File: config.mk
export PLATFORM = sky130hd
export DESIGN_NAME = aes_rx_ctrl_flat
export DESIGN_NICKNAME = d
export VERILOG_FILES = /design/src/rtl/aes_ctrl_pkg.sv /design/src/rtl/aes_rx_ctrl_if.sv /design/src/rtl/aes_rx_ctrl_byte_collector.sv /design/src/rtl/aes_rx_ctrl.sv /design/src/flat_wrapper.sv
export SDC_FILE = /design/constraint.sdc
export NUM_CORES = 1
export LEC_CHECK = 0
export ABC_AREA = 1
export CAP_MARGIN = 20
export CORE_ASPECT_RATIO = 0.7
export CORE_MARGIN = 3
export CORE_UTILIZATION = 41
export DETAILED_ROUTE_END_ITERATION = 16
export PLACE_DENSITY = 0.65
export SLEW_MARGIN = 20
export SYNTH_ARGS = -nofsm -noshare
export SYNTH_HDL_FRONTEND = slang
export SYNTH_SLANG_ARGS = --single-unit
File: constraint.sdc
create_clock -name CLK -period 2 [get_ports CLK]
set_clock_uncertainty 0.1 [all_clocks]
set_input_delay 0.2 -clock CLK [delete_from_list [all_inputs] [get_ports CLK]]
set_output_delay 0.2 -clock CLK [all_outputs]
set_load 0.1 [all_outputs]
File: src/rtl/aes_ctrl_pkg.sv
// Shared constants for the AES receive controller.
// State encoding and block geometry used by the FSM and collector.
package aes_ctrl_pkg;

    localparam int BYTES_PER_BLOCK = 16;
    localparam int BLOCK_W         = 128;

    localparam logic [1:0] S_KEY   = 2'd0;
    localparam logic [1:0] S_DATA  = 2'd1;
    localparam logic [1:0] S_START = 2'd2;
    localparam logic [1:0] S_WAIT  = 2'd3;

    typedef logic [BLOCK_W-1:0] block_t;

endpackage

File: src/rtl/aes_rx_ctrl_if.sv
// UART-side and AES-side signal bundle for aes_rx_ctrl.
// master drives the byte stream and core status, slave is the controller.
interface aes_rx_ctrl_if;
    import aes_ctrl_pkg::*;

    logic       Rx_DV_in;
    logic [7:0] Rx_Byte_in;
    logic       Key_Reload_in;
    logic       AES_Ready_in;
    logic       AES_Done_in;
    block_t     Key_out;
    block_t     Data_out;
    logic       Start_out;
    logic       Key_Valid_out;
    logic       Busy_out;
    logic       Overrun_out;
    logic       Timeout_out;

    modport master (
        output Rx_DV_in, Rx_Byte_in, Key_Reload_in,
        output AES_Ready_in, AES_Done_in,
        input  Key_out, Data_out, Start_out,
        input  Key_Valid_out, Busy_out, Overrun_out, Timeout_out
    );

    modport slave (
        input  Rx_DV_in, Rx_Byte_in, Key_Reload_in,
        input  AES_Ready_in, AES_Done_in,
        output Key_out, Data_out, Start_out,
        output Key_Valid_out, Busy_out, Overrun_out, Timeout_out
    );

endinterface

File: src/rtl/aes_rx_ctrl_byte_collector.sv
// Shift register, byte counter and inter-byte idle timer.
// Flags the 16th byte and discards a stalled partial block.
module byte_collector
    import aes_ctrl_pkg::*;
#(
    parameter int TIMEOUT_CLKS    = 20000,
    parameter int BYTES_PER_BLOCK = 16
) (
    input  logic       clk,
    input  logic       rst,
    input  logic       en,
    input  logic       accept,
    input  logic       clear,
    input  logic [7:0] rx_byte,
    output logic       block_done,
    output block_t     word,
    output logic [3:0] count,
    output logic       timeout
);

    localparam int         TW   = $clog2(TIMEOUT_CLKS + 1);
    localparam logic [TW-1:0] TMAX = TW'(TIMEOUT_CLKS - 1);
    localparam logic [3:0] LAST = 4'(BYTES_PER_BLOCK - 1);

    block_t        shift;
    logic [TW-1:0] timer;

    assign word       = {shift[BLOCK_W-9:0], rx_byte};
    assign block_done = accept && (count == LAST);
    // A byte landing on the expiry cycle wins over the timeout.
    assign timeout    = en && !accept && (count != '0) && (timer == TMAX);

    always_ff @(posedge clk) begin
        if (rst) begin
            shift <= '0;
            count <= '0;
            timer <= '0;
        end else if (clear) begin
            count <= '0;
            timer <= '0;
        end else if (accept) begin
            shift <= word;
            count <= block_done ? '0 : count + 4'd1;
            timer <= '0;
        end else if (timeout) begin
            shift <= '0;
            count <= '0;
            timer <= '0;
        end else if (en && (count != '0)) begin
            timer <= timer + 1'b1;
        end
    end

endmodule

File: src/rtl/aes_rx_ctrl.sv
// Receive controller: assembles UART bytes into AES key/data blocks
// and sequences start/done handshakes with the AES core.
module aes_rx_ctrl
    import aes_ctrl_pkg::*;
#(
    parameter int TIMEOUT_CLKS    = 20000,
    parameter int BYTES_PER_BLOCK = aes_ctrl_pkg::BYTES_PER_BLOCK
) (
    input logic          CLK,
    input logic          RST,
    aes_rx_ctrl_if.slave bus
);

    logic [1:0] state;
    logic       collecting;
    logic       accept;
    logic       clear;
    logic       block_done;
    logic       timeout;
    block_t     word;
    logic [3:0] count;

    block_t key_q;
    block_t data_q;
    logic   start_q;
    logic   kv_q;
    logic   ovr_q;
    logic   tmo_q;

    assign collecting = (state == S_KEY) || (state == S_DATA);
    assign accept     = bus.Rx_DV_in && collecting;
    assign clear      = (state == S_WAIT) && bus.AES_Done_in;

    byte_collector #(
        .TIMEOUT_CLKS   (TIMEOUT_CLKS),
        .BYTES_PER_BLOCK(BYTES_PER_BLOCK)
    ) u_collector (
        .clk       (CLK),
        .rst       (RST),
        .en        (collecting),
        .accept    (accept),
        .clear     (clear),
        .rx_byte   (bus.Rx_Byte_in),
        .block_done(block_done),
        .word      (word),
        .count     (count),
        .timeout   (timeout)
    );

    always_ff @(posedge CLK) begin
        if (RST) begin
            state   <= S_KEY;
            key_q   <= '0;
            data_q  <= '0;
            start_q <= 1'b0;
            kv_q    <= 1'b0;
            ovr_q   <= 1'b0;
            tmo_q   <= 1'b0;
        end else begin
            start_q <= 1'b0;
            tmo_q   <= timeout;
            if (bus.Rx_DV_in && !collecting)
                ovr_q <= 1'b1;
            unique case (state)
                S_KEY: begin
                    if (block_done) begin
                        key_q <= word;
                        kv_q  <= 1'b1;
                        state <= S_DATA;
                    end
                end
                S_DATA: begin
                    if (block_done) begin
                        data_q <= word;
                        state  <= S_START;
                    end else if (bus.Key_Reload_in && (count == '0)
                                 && !bus.Rx_DV_in) begin
                        kv_q  <= 1'b0;
                        state <= S_KEY;
                    end
                end
                S_START: begin
                    if (bus.AES_Ready_in) begin
                        start_q <= 1'b1;
                        state   <= S_WAIT;
                    end
                end
                S_WAIT: begin
                    if (bus.AES_Done_in)
                        state <= S_DATA;
                end
                default: state <= S_KEY;
            endcase
        end
    end

    assign bus.Key_out       = key_q;
    assign bus.Data_out      = data_q;
    assign bus.Start_out     = start_q;
    assign bus.Key_Valid_out = kv_q;
    assign bus.Busy_out      = (state == S_START) || (state == S_WAIT);
    assign bus.Overrun_out   = ovr_q;
    assign bus.Timeout_out   = tmo_q;

endmodule

File: src/flat_wrapper.sv
// flat-port wrapper written by rule: the top's interface ports become plain ports
module aes_rx_ctrl_flat import aes_ctrl_pkg::*;
#(
    parameter int TIMEOUT_CLKS    = 20000,
    parameter int BYTES_PER_BLOCK = aes_ctrl_pkg::BYTES_PER_BLOCK
)
  (CLK, RST, bus_Rx_DV_in, bus_Rx_Byte_in, bus_Key_Reload_in, bus_AES_Ready_in, bus_AES_Done_in, bus_Key_out, bus_Data_out, bus_Start_out, bus_Key_Valid_out, bus_Busy_out, bus_Overrun_out, bus_Timeout_out);
  aes_rx_ctrl_if bus_i ();
  input logic CLK;
  input logic RST;
  input wire logic [$bits(bus_i.Rx_DV_in)-1:0] bus_Rx_DV_in;
  input wire logic [$bits(bus_i.Rx_Byte_in)-1:0] bus_Rx_Byte_in;
  input wire logic [$bits(bus_i.Key_Reload_in)-1:0] bus_Key_Reload_in;
  input wire logic [$bits(bus_i.AES_Ready_in)-1:0] bus_AES_Ready_in;
  input wire logic [$bits(bus_i.AES_Done_in)-1:0] bus_AES_Done_in;
  output wire logic [$bits(bus_i.Key_out)-1:0] bus_Key_out;
  output wire logic [$bits(bus_i.Data_out)-1:0] bus_Data_out;
  output wire logic [$bits(bus_i.Start_out)-1:0] bus_Start_out;
  output wire logic [$bits(bus_i.Key_Valid_out)-1:0] bus_Key_Valid_out;
  output wire logic [$bits(bus_i.Busy_out)-1:0] bus_Busy_out;
  output wire logic [$bits(bus_i.Overrun_out)-1:0] bus_Overrun_out;
  output wire logic [$bits(bus_i.Timeout_out)-1:0] bus_Timeout_out;
  assign bus_i.Rx_DV_in = bus_Rx_DV_in;
  assign bus_i.Rx_Byte_in = bus_Rx_Byte_in;
  assign bus_i.Key_Reload_in = bus_Key_Reload_in;
  assign bus_i.AES_Ready_in = bus_AES_Ready_in;
  assign bus_i.AES_Done_in = bus_AES_Done_in;
  assign bus_Key_out = bus_i.Key_out;
  assign bus_Data_out = bus_i.Data_out;
  assign bus_Start_out = bus_i.Start_out;
  assign bus_Key_Valid_out = bus_i.Key_Valid_out;
  assign bus_Busy_out = bus_i.Busy_out;
  assign bus_Overrun_out = bus_i.Overrun_out;
  assign bus_Timeout_out = bus_i.Timeout_out;
  aes_rx_ctrl #(.TIMEOUT_CLKS(TIMEOUT_CLKS), .BYTES_PER_BLOCK(BYTES_PER_BLOCK)) u_core (.CLK(CLK), .RST(RST), .bus(bus_i));
endmodule
==> impl_metrics.json, run 1 <==
{
  "clkSinkCount": 401,
  "path_class": "reg -> reg",
  "pwr-share-comb_pct": 18.0,
  "intPower_w": 0.0141,
  "viasPerCell": 5.30,
  "drive_gt1_share_pct": 21.4,
  "cp-end-kind": "register",
  "power.total_w": 0.0198,
  "grt_pass1_vias": 12800,
  "place_inst": 2522,
  "finalSetupViolations": 0,
  "seq_power_share_pct": 41.7,
  "die-area_sq_um": 38500,
  "synthDominantCellAreaShare_pct": 54.1,
  "clock-root-buffer": "clkbuf_16",
  "clk_pin_slew_ns": 0.06,
  "post-route-min-period_ns": 1.95,
  "fillCellCount": 3225,
  "rsz0062_at_grt": "yes",
  "grt.overflow.total": 0,
  "detail-route-antenna-nets": 0,
  "drt_first_pass_iters": 5,
  "die_w_um": 233,
  "syn_area_sq_um": 14800,
  "preCtsSetupSlack_ns": -0.0328,
  "leakagePower_nw": 8.61,
  "power_density_nw_per_um2": 1030,
  "nNetsFinal": 2126,
  "antenna_cells": 0,
  "io_pins": 275,
  "synth_top_cell_by_area": "dfxtp_1",
  "core_sq_um": 35200,
  "status": "finished, final reports clean",
  "min_path_type": "in -> reg",
  "hpwl_mm": 28.8,
  "worstMarginPinSlew_ns": 0.926,
  "gp_congestion": 0.814,
  "finalWirelength_mm": 47.1,
  "via_count": 13800,
  "fp-row-count": 57,
  "syn_nets": 1893,
  "clkPwrFrac_pct": 40.3,
  "ir_drop_v": 0.000751,
  "cts-htree-levels": 2,
  "power.share.switching_pct": 28.8,
  "start_kind": "register",
  "p_switching_w": 0.00571,
  "path_max_fanout": 23,
  "cts_hold_buf": 0,
  "grt_max_degree": 79,
  "synthCells": 1872,
  "slew_headroom_pct": 38.3,
  "fmax_ghz": 0.514,
  "clk_latency_ns": 0.53,
  "fin_cells": 2605,
  "worstPathArrival_ns": 2.28,
  "syn2layout_area_growth_pct": 30.1,
  "drv_cap": 0,
  "synthFlopType": "dfxtp_1",
  "syn_avg_cell_area_sq_um": 7.92,
  "final_hold_viol_count": 0,
  "period_share_pct": 97.3,
  "required_ns": 2.33,
  "die_height_um": 165,
  "clock_path_buffers": 3,
  "grt_pass1_wl_mm": 70.9,
  "layout_setup_ws_ns": 0.0535,
  "final_util_pct": 54.9,
  "grt_usage_pct": 22.8,
  "ys_types": 28,
  "ys_seq_elements": 401,
  "drc": 0,
  "synth.yosys.seq_area_share_pct": 54.1,
  "numCtsBuffers": 40,
  "whs_ns": 0.0586,
  "port_buffers": 274,
  "antenna_found_initial": 0,
  "detail_route.wl_per_cell_um": 18.1,
  "initial_core_util_pct": 42.2,
  "finalMaxSlewViolations": 0,
  "synthArstFlopShare_pct": 0,
  "cts_tree": "done",
  "drt_iter0_drc": 1251,
  "synth-edff-count": 0,
  "yosysWarnings": 0,
  "synth.area.top_cells": "dfxtp_1 54%, nand3_1 12%, nand2_1 7.6%"
}
## registers in the layout, indices dropped and copies added, names as in the netlist, 2 cells and up
register / count
u_core.u_collector.shift: 120
u_core.u_collector.count: 4
u_core.u_collector.timer: 15
u_core.state: 2
u_core.bus.Key_out: 128
u_core.bus.Data_out: 128
## metal layers
layer	global-route usage (%)	up-vias	part of all wire, %
met2	34.8	503	44
met5	0	-	0
met1	34.0	6585	48
met3	4.03	47	7.4
met4	4.56	0	1.2
li1	-	6669	-
## cells in the mapped netlist (9+ instances only)
library cell	n
buf_2	66
nor3_1	9
o21ai_1	10
a21oi_1	145
nand3_1	344
clkbuf_1	65
o21ai_0	124
nor2_1	292
inv_1	34
dfxtp_1	401
nand2_1	299
nand3_2	21
buf_6	11
## final timing paths
kind / from / end / slack, ns / depth (start not counted)
worst min-delay path: RST / u_core.u_collector.shift[0]$_SDFFE_PP0P_ / 0.06 / 4
worst max register to register: u_core.state[0]$_SDFFE_PP0P_ / u_core.u_collector.shift[52]$_SDFFE_PP0P_ / 0.05 / 13
worst max-delay path: u_core.state[0]$_SDFFE_PP0P_ / u_core.u_collector.shift[52]$_SDFFE_PP0P_ / 0.05 / 13
worst min register to register: u_core.bus.Key_out[31]$_SDFFE_PP0P_ / u_core.bus.Key_out[31]$_SDFFE_PP0P_ / 0.36 / 2
## power by group through the flow
| stage | combinational [W] | sequential (W) | clock [W] |
|---|---|---|---|
| after detailed placement | 0.00297 | 0.00840 | 0 |
| after floorplan | 0.00193 | 0.00846 | 0 |
| after CTS | 0.00300 | 0.00823 | 0.00810 |
| after global placement | 0.00294 | 0.00840 | 0 |
| final | 0.00357 | 0.00825 | 0.00797 |
| after global routing | 0.00378 | 0.00826 | 0.00846 |
## critical path: stages, from the launching register on
cell and delay, ns:
dfxtp_4 0.37, inv_4 0.06, ha_4 0.14, buf_6 0.10, inv_1 0.04, nand2_2 0.09
nand2_2 0.06, nor2_2 0.09, nand3_2 0.11, nand2_4 0.16, nand2_8 0.12, clkbuf_16 0.23
nand3_1 0.09, nand2_1 0.05
## layout by cell type (no fill, tap or decap), drive strengths merged
master	Yosys	final
a21oi	145	145
buf	88	324
bufinv	0	6
clkbuf	65	62
clkdlybuf4s50	0	12
clkinv	0	8
clkinvlp	0	1
dfxtp	401	401
ha	7	7
inv	37	37
nand2	304	305
nand3	365	365
nand4	6	6
nor2	298	298
nor3	9	9
nor4	2	2
o21a	1	1
o21ai	134	134
o22ai	1	1
or2	1	1
xnor2	1	1
xor2	7	7
## layout make-up
cell class	instances	area (sq um)	area share (%)
Clock buffer	55	1170	6.06
Clock inverter	15	231	1.20
Multi-Input combinational cell	1282	6040	31.3
Inverter	37	156	0.811
Timing Repair Buffer	343	3070	15.9
Tap cell	472	591	3.06
Sequential cell	401	8030	41.7
## per-stage QoR
step                      cell area (sq um)  setup TNS, ns
final                                 19300              0
after detailed placement              17500         -0.252
after floorplan                       14800              0
after CTS                             18900              0
after global routing                  19300         -0.962
after global placement                17500        -0.0113
## cells by family after synthesis
kind of cell	after synthesis	synth area share, %
xor+xnor	8	0.473
simple gates	985	29.3
flops	401	54.1
compound gates	281	9.51
fa+ha+maj	7	0.591
buf+inv	190	6.02
## repair_timing
action                     4_1_cts  5_1_grt
gates resized for setup          6       31
buffers inserted                 0        4
setup endpoints to repair        4      357
cloned                           0        9
pin swaps                        0        5
No activity file was read; power rests on OpenSTA's default activity.
==> run 2: changes to the inputs <==
Settings changed: PLACE_DENSITY 0.65 to 0.72.
==> run 2 against run 1 <==
Net effect: sequential share of layout area up 0.59 points; combinational power down 6%; final cell count down 0.38%; setup slack improved by 0.037 ns; flip-flop and latch count is the same; critical path type is now reg -> out; highest routed layer unchanged.
==> impl_metrics.json, run 2 (synthesis results as in run 1) <==
{
  "status": "finished, final reports clean",
  "post-route-min-period_ns": 1.91,
  "grt_max_degree": 118,
  "antenna_cells": 0,
  "core_sq_um": 35200,
  "via_count": 13900,
  "cts_tree": "done",
  "finalWirelength_mm": 46.3,
  "worstHoldStart": "RST",
  "min_path_type": "in -> reg",
  "gp_congestion": 0.844,
  "cts-htree-levels": 2,
  "grt.overflow.total": 0,
  "grtUsageMet1_pct": 34.0,
  "grt_pass1_vias": 12800,
  "rrSetupSlack_ns": 0.10,
  "finalMaxSlewViolations": 0,
  "drt_iter0_drc": 1364,
  "grt.met3_usage_pct": 4.15,
  "clk_pin_slew_ns": 0.06,
  "period_share_pct": 95.5,
  "fin_cells": 2595,
  "numCtsBuffers": 39,
  "final_hold_viol_count": 0,
  "clk_latency_ns": 0.53,
  "finalSetupViolations": 0,
  "die_height_um": 165,
  "path_max_fanout": 4,
  "drt_first_pass_iters": 5,
  "ir_drop_v": 0.000553,
  "rr_endpoint": "u_core.u_collector.timer[9]$_SDFFE_PP0P_",
  "clock_path_buffers": 3,
  "cp-endpoint": "bus_Busy_out",
  "drv_cap": 0,
  "viasPerCell": 5.36,
  "multi_input_area_sq_um": 5980,
  "required_ns": 1.70,
  "die_w_um": 233,
  "initial_core_util_pct": 42.2,
  "slew_headroom_pct": 58.2,
  "final_util_pct": 54.1,
  "hpwl_mm": 29.3,
  "io_pins": 275,
  "start_kind": "register",
  "clock-root-buffer": "clkbuf_16",
  "grt_use_met2_pct": 33.7,
  "clkSinkCount": 401,
  "fp-row-count": 57,
  "fillCellCount": 3198,
  "grt_usage_pct": 22.8,
  "worstMarginPinSlew_ns": 0.626,
  "path_cells": "inv_2, ha_1, inv_1, nand2_1, buf_12",
  "cts_hold_buf": 0,
  "leakagePower_nw": 8.48,
  "rsz0062_at_grt": "yes",
  "slowest_delay_ns": 0.39,
  "preCtsSetupSlack_ns": -0.0575,
  "cp-startpoint": "u_core.state[0]$_SDFFE_PP0P_",
  "cp-end-kind": "output pin",
  "drc": 0,
  "layout.cells.most_common": "dfxtp_1",
  "seq_area_sq_um": 8030,
  "place_inst": 2515,
  "die-area_sq_um": 38500,
  "whs_ns": 0.126,
  "rr_startpoint": "u_core.state[0]$_SDFFE_PP0P_",
  "fmax_ghz": 0.524,
  "port_buffers": 274,
  "antenna_found_initial": 0,
  "worstPathArrival_ns": 1.61,
  "power.total_w": 0.0192,
  "syn2layout_area_growth_pct": 28.2,
  "nNetsFinal": 2114,
  "detail_route.wl_per_cell_um": 17.8,
  "power_density_nw_per_um2": 1010,
  "path_class": "reg -> out",
  "r2r_cells": 8,
  "grt_pass1_wl_mm": 70.9,
  "busiest_layer": "met1",
  "drive_gt1_share_pct": 20.4,
  "cp_slowest_cell": "dfxtp_2",
  "layout_common_cells": "399 x dfxtp_1, 344 x nand3_1, 298 x nand2_1, 289 x buf_4, 287 x nor2_1",
  "layout_setup_ws_ns": 0.0900,
  "detail-route-antenna-nets": 0
}
run 2: where the power goes:
part	internal, W	total, W	switching [W]
Combinational	0.000983	0.00337	0.00239
Clock	0.00442	0.00759	0.00318
Sequential	0.00810	0.00824	0.000147
Total	0.0135	0.0192	0.00571
run 2: critical path, delay by kind of cell (launching register included):
family | cells | cell delay (ns)
adder cells (fa/ha/maj) | 1 | 0.26
AND/OR/NAND/NOR | 1 | 0.09
flip-flops | 1 | 0.39
buffers and inverters | 3 | 0.33
run 2: per-stage QoR:
stage	area (sq um)	setup TNS (ns)
6_report	19000	0
5_1_grt	19000	-0.00405
4_1_cts	18800	-0.0321
3_5_place_dp	17500	-1.26
3_3_place_gp	17500	0
2_1_floorplan	14800	0
run 2: how the worst min path moves through the flow:
stage	to	depth (start not counted)
floorplan	u_core.bus.Start_out$_SDFF_PP0_	2
global placement	u_core.bus.Key_out[42]$_SDFFE_PP0P_	2
detailed placement	u_core.bus.Key_out[76]$_SDFFE_PP0P_	2
CTS	u_core.state[1]$_SDFFE_PP0P_	4
global route	u_core.bus.Key_out[94]$_SDFFE_PP0P_	3
finish	u_core.state[1]$_SDFFE_PP0P_	4
run 2: timing repair:
| action | in CTS | in global routing |
|---|---|---|
| gates resized for setup | 1 | 17 |
| endpoints found under the setup margin | 30 | 306 |
| pin swaps | 2 | 3 |
| hold endpoints to repair | 0 | 0 |
| cloned | 0 | 5 |
| buffers inserted | 3 | 1 |
run 2: per-layer routing:
metal	part of all wire, %	vias up	routed length [um]
met4	1.7	0	769
met1	46	6597	21400
met3	8.7	61	4010
met2	43	599	20100
met5	0	-	0
li1	-	6646	-
run 2: area by class of cell:
type | count | share of cell area [%]
Clock inverter | 16 | 0.882
Multi-Input combinational cell | 1281 | 31.5
Clock buffer | 55 | 6.04
Timing Repair Buffer | 333 | 15.5
Tap cell | 472 | 3.11
Sequential cell | 401 | 42.2
Inverter | 37 | 0.796
==> run 3: changes to the inputs <==
Settings changed: CAP_MARGIN 20 to unset.
==> results of run 3 <==
Same layout as run 2: the final DEF is identical, and so are final timing and power.
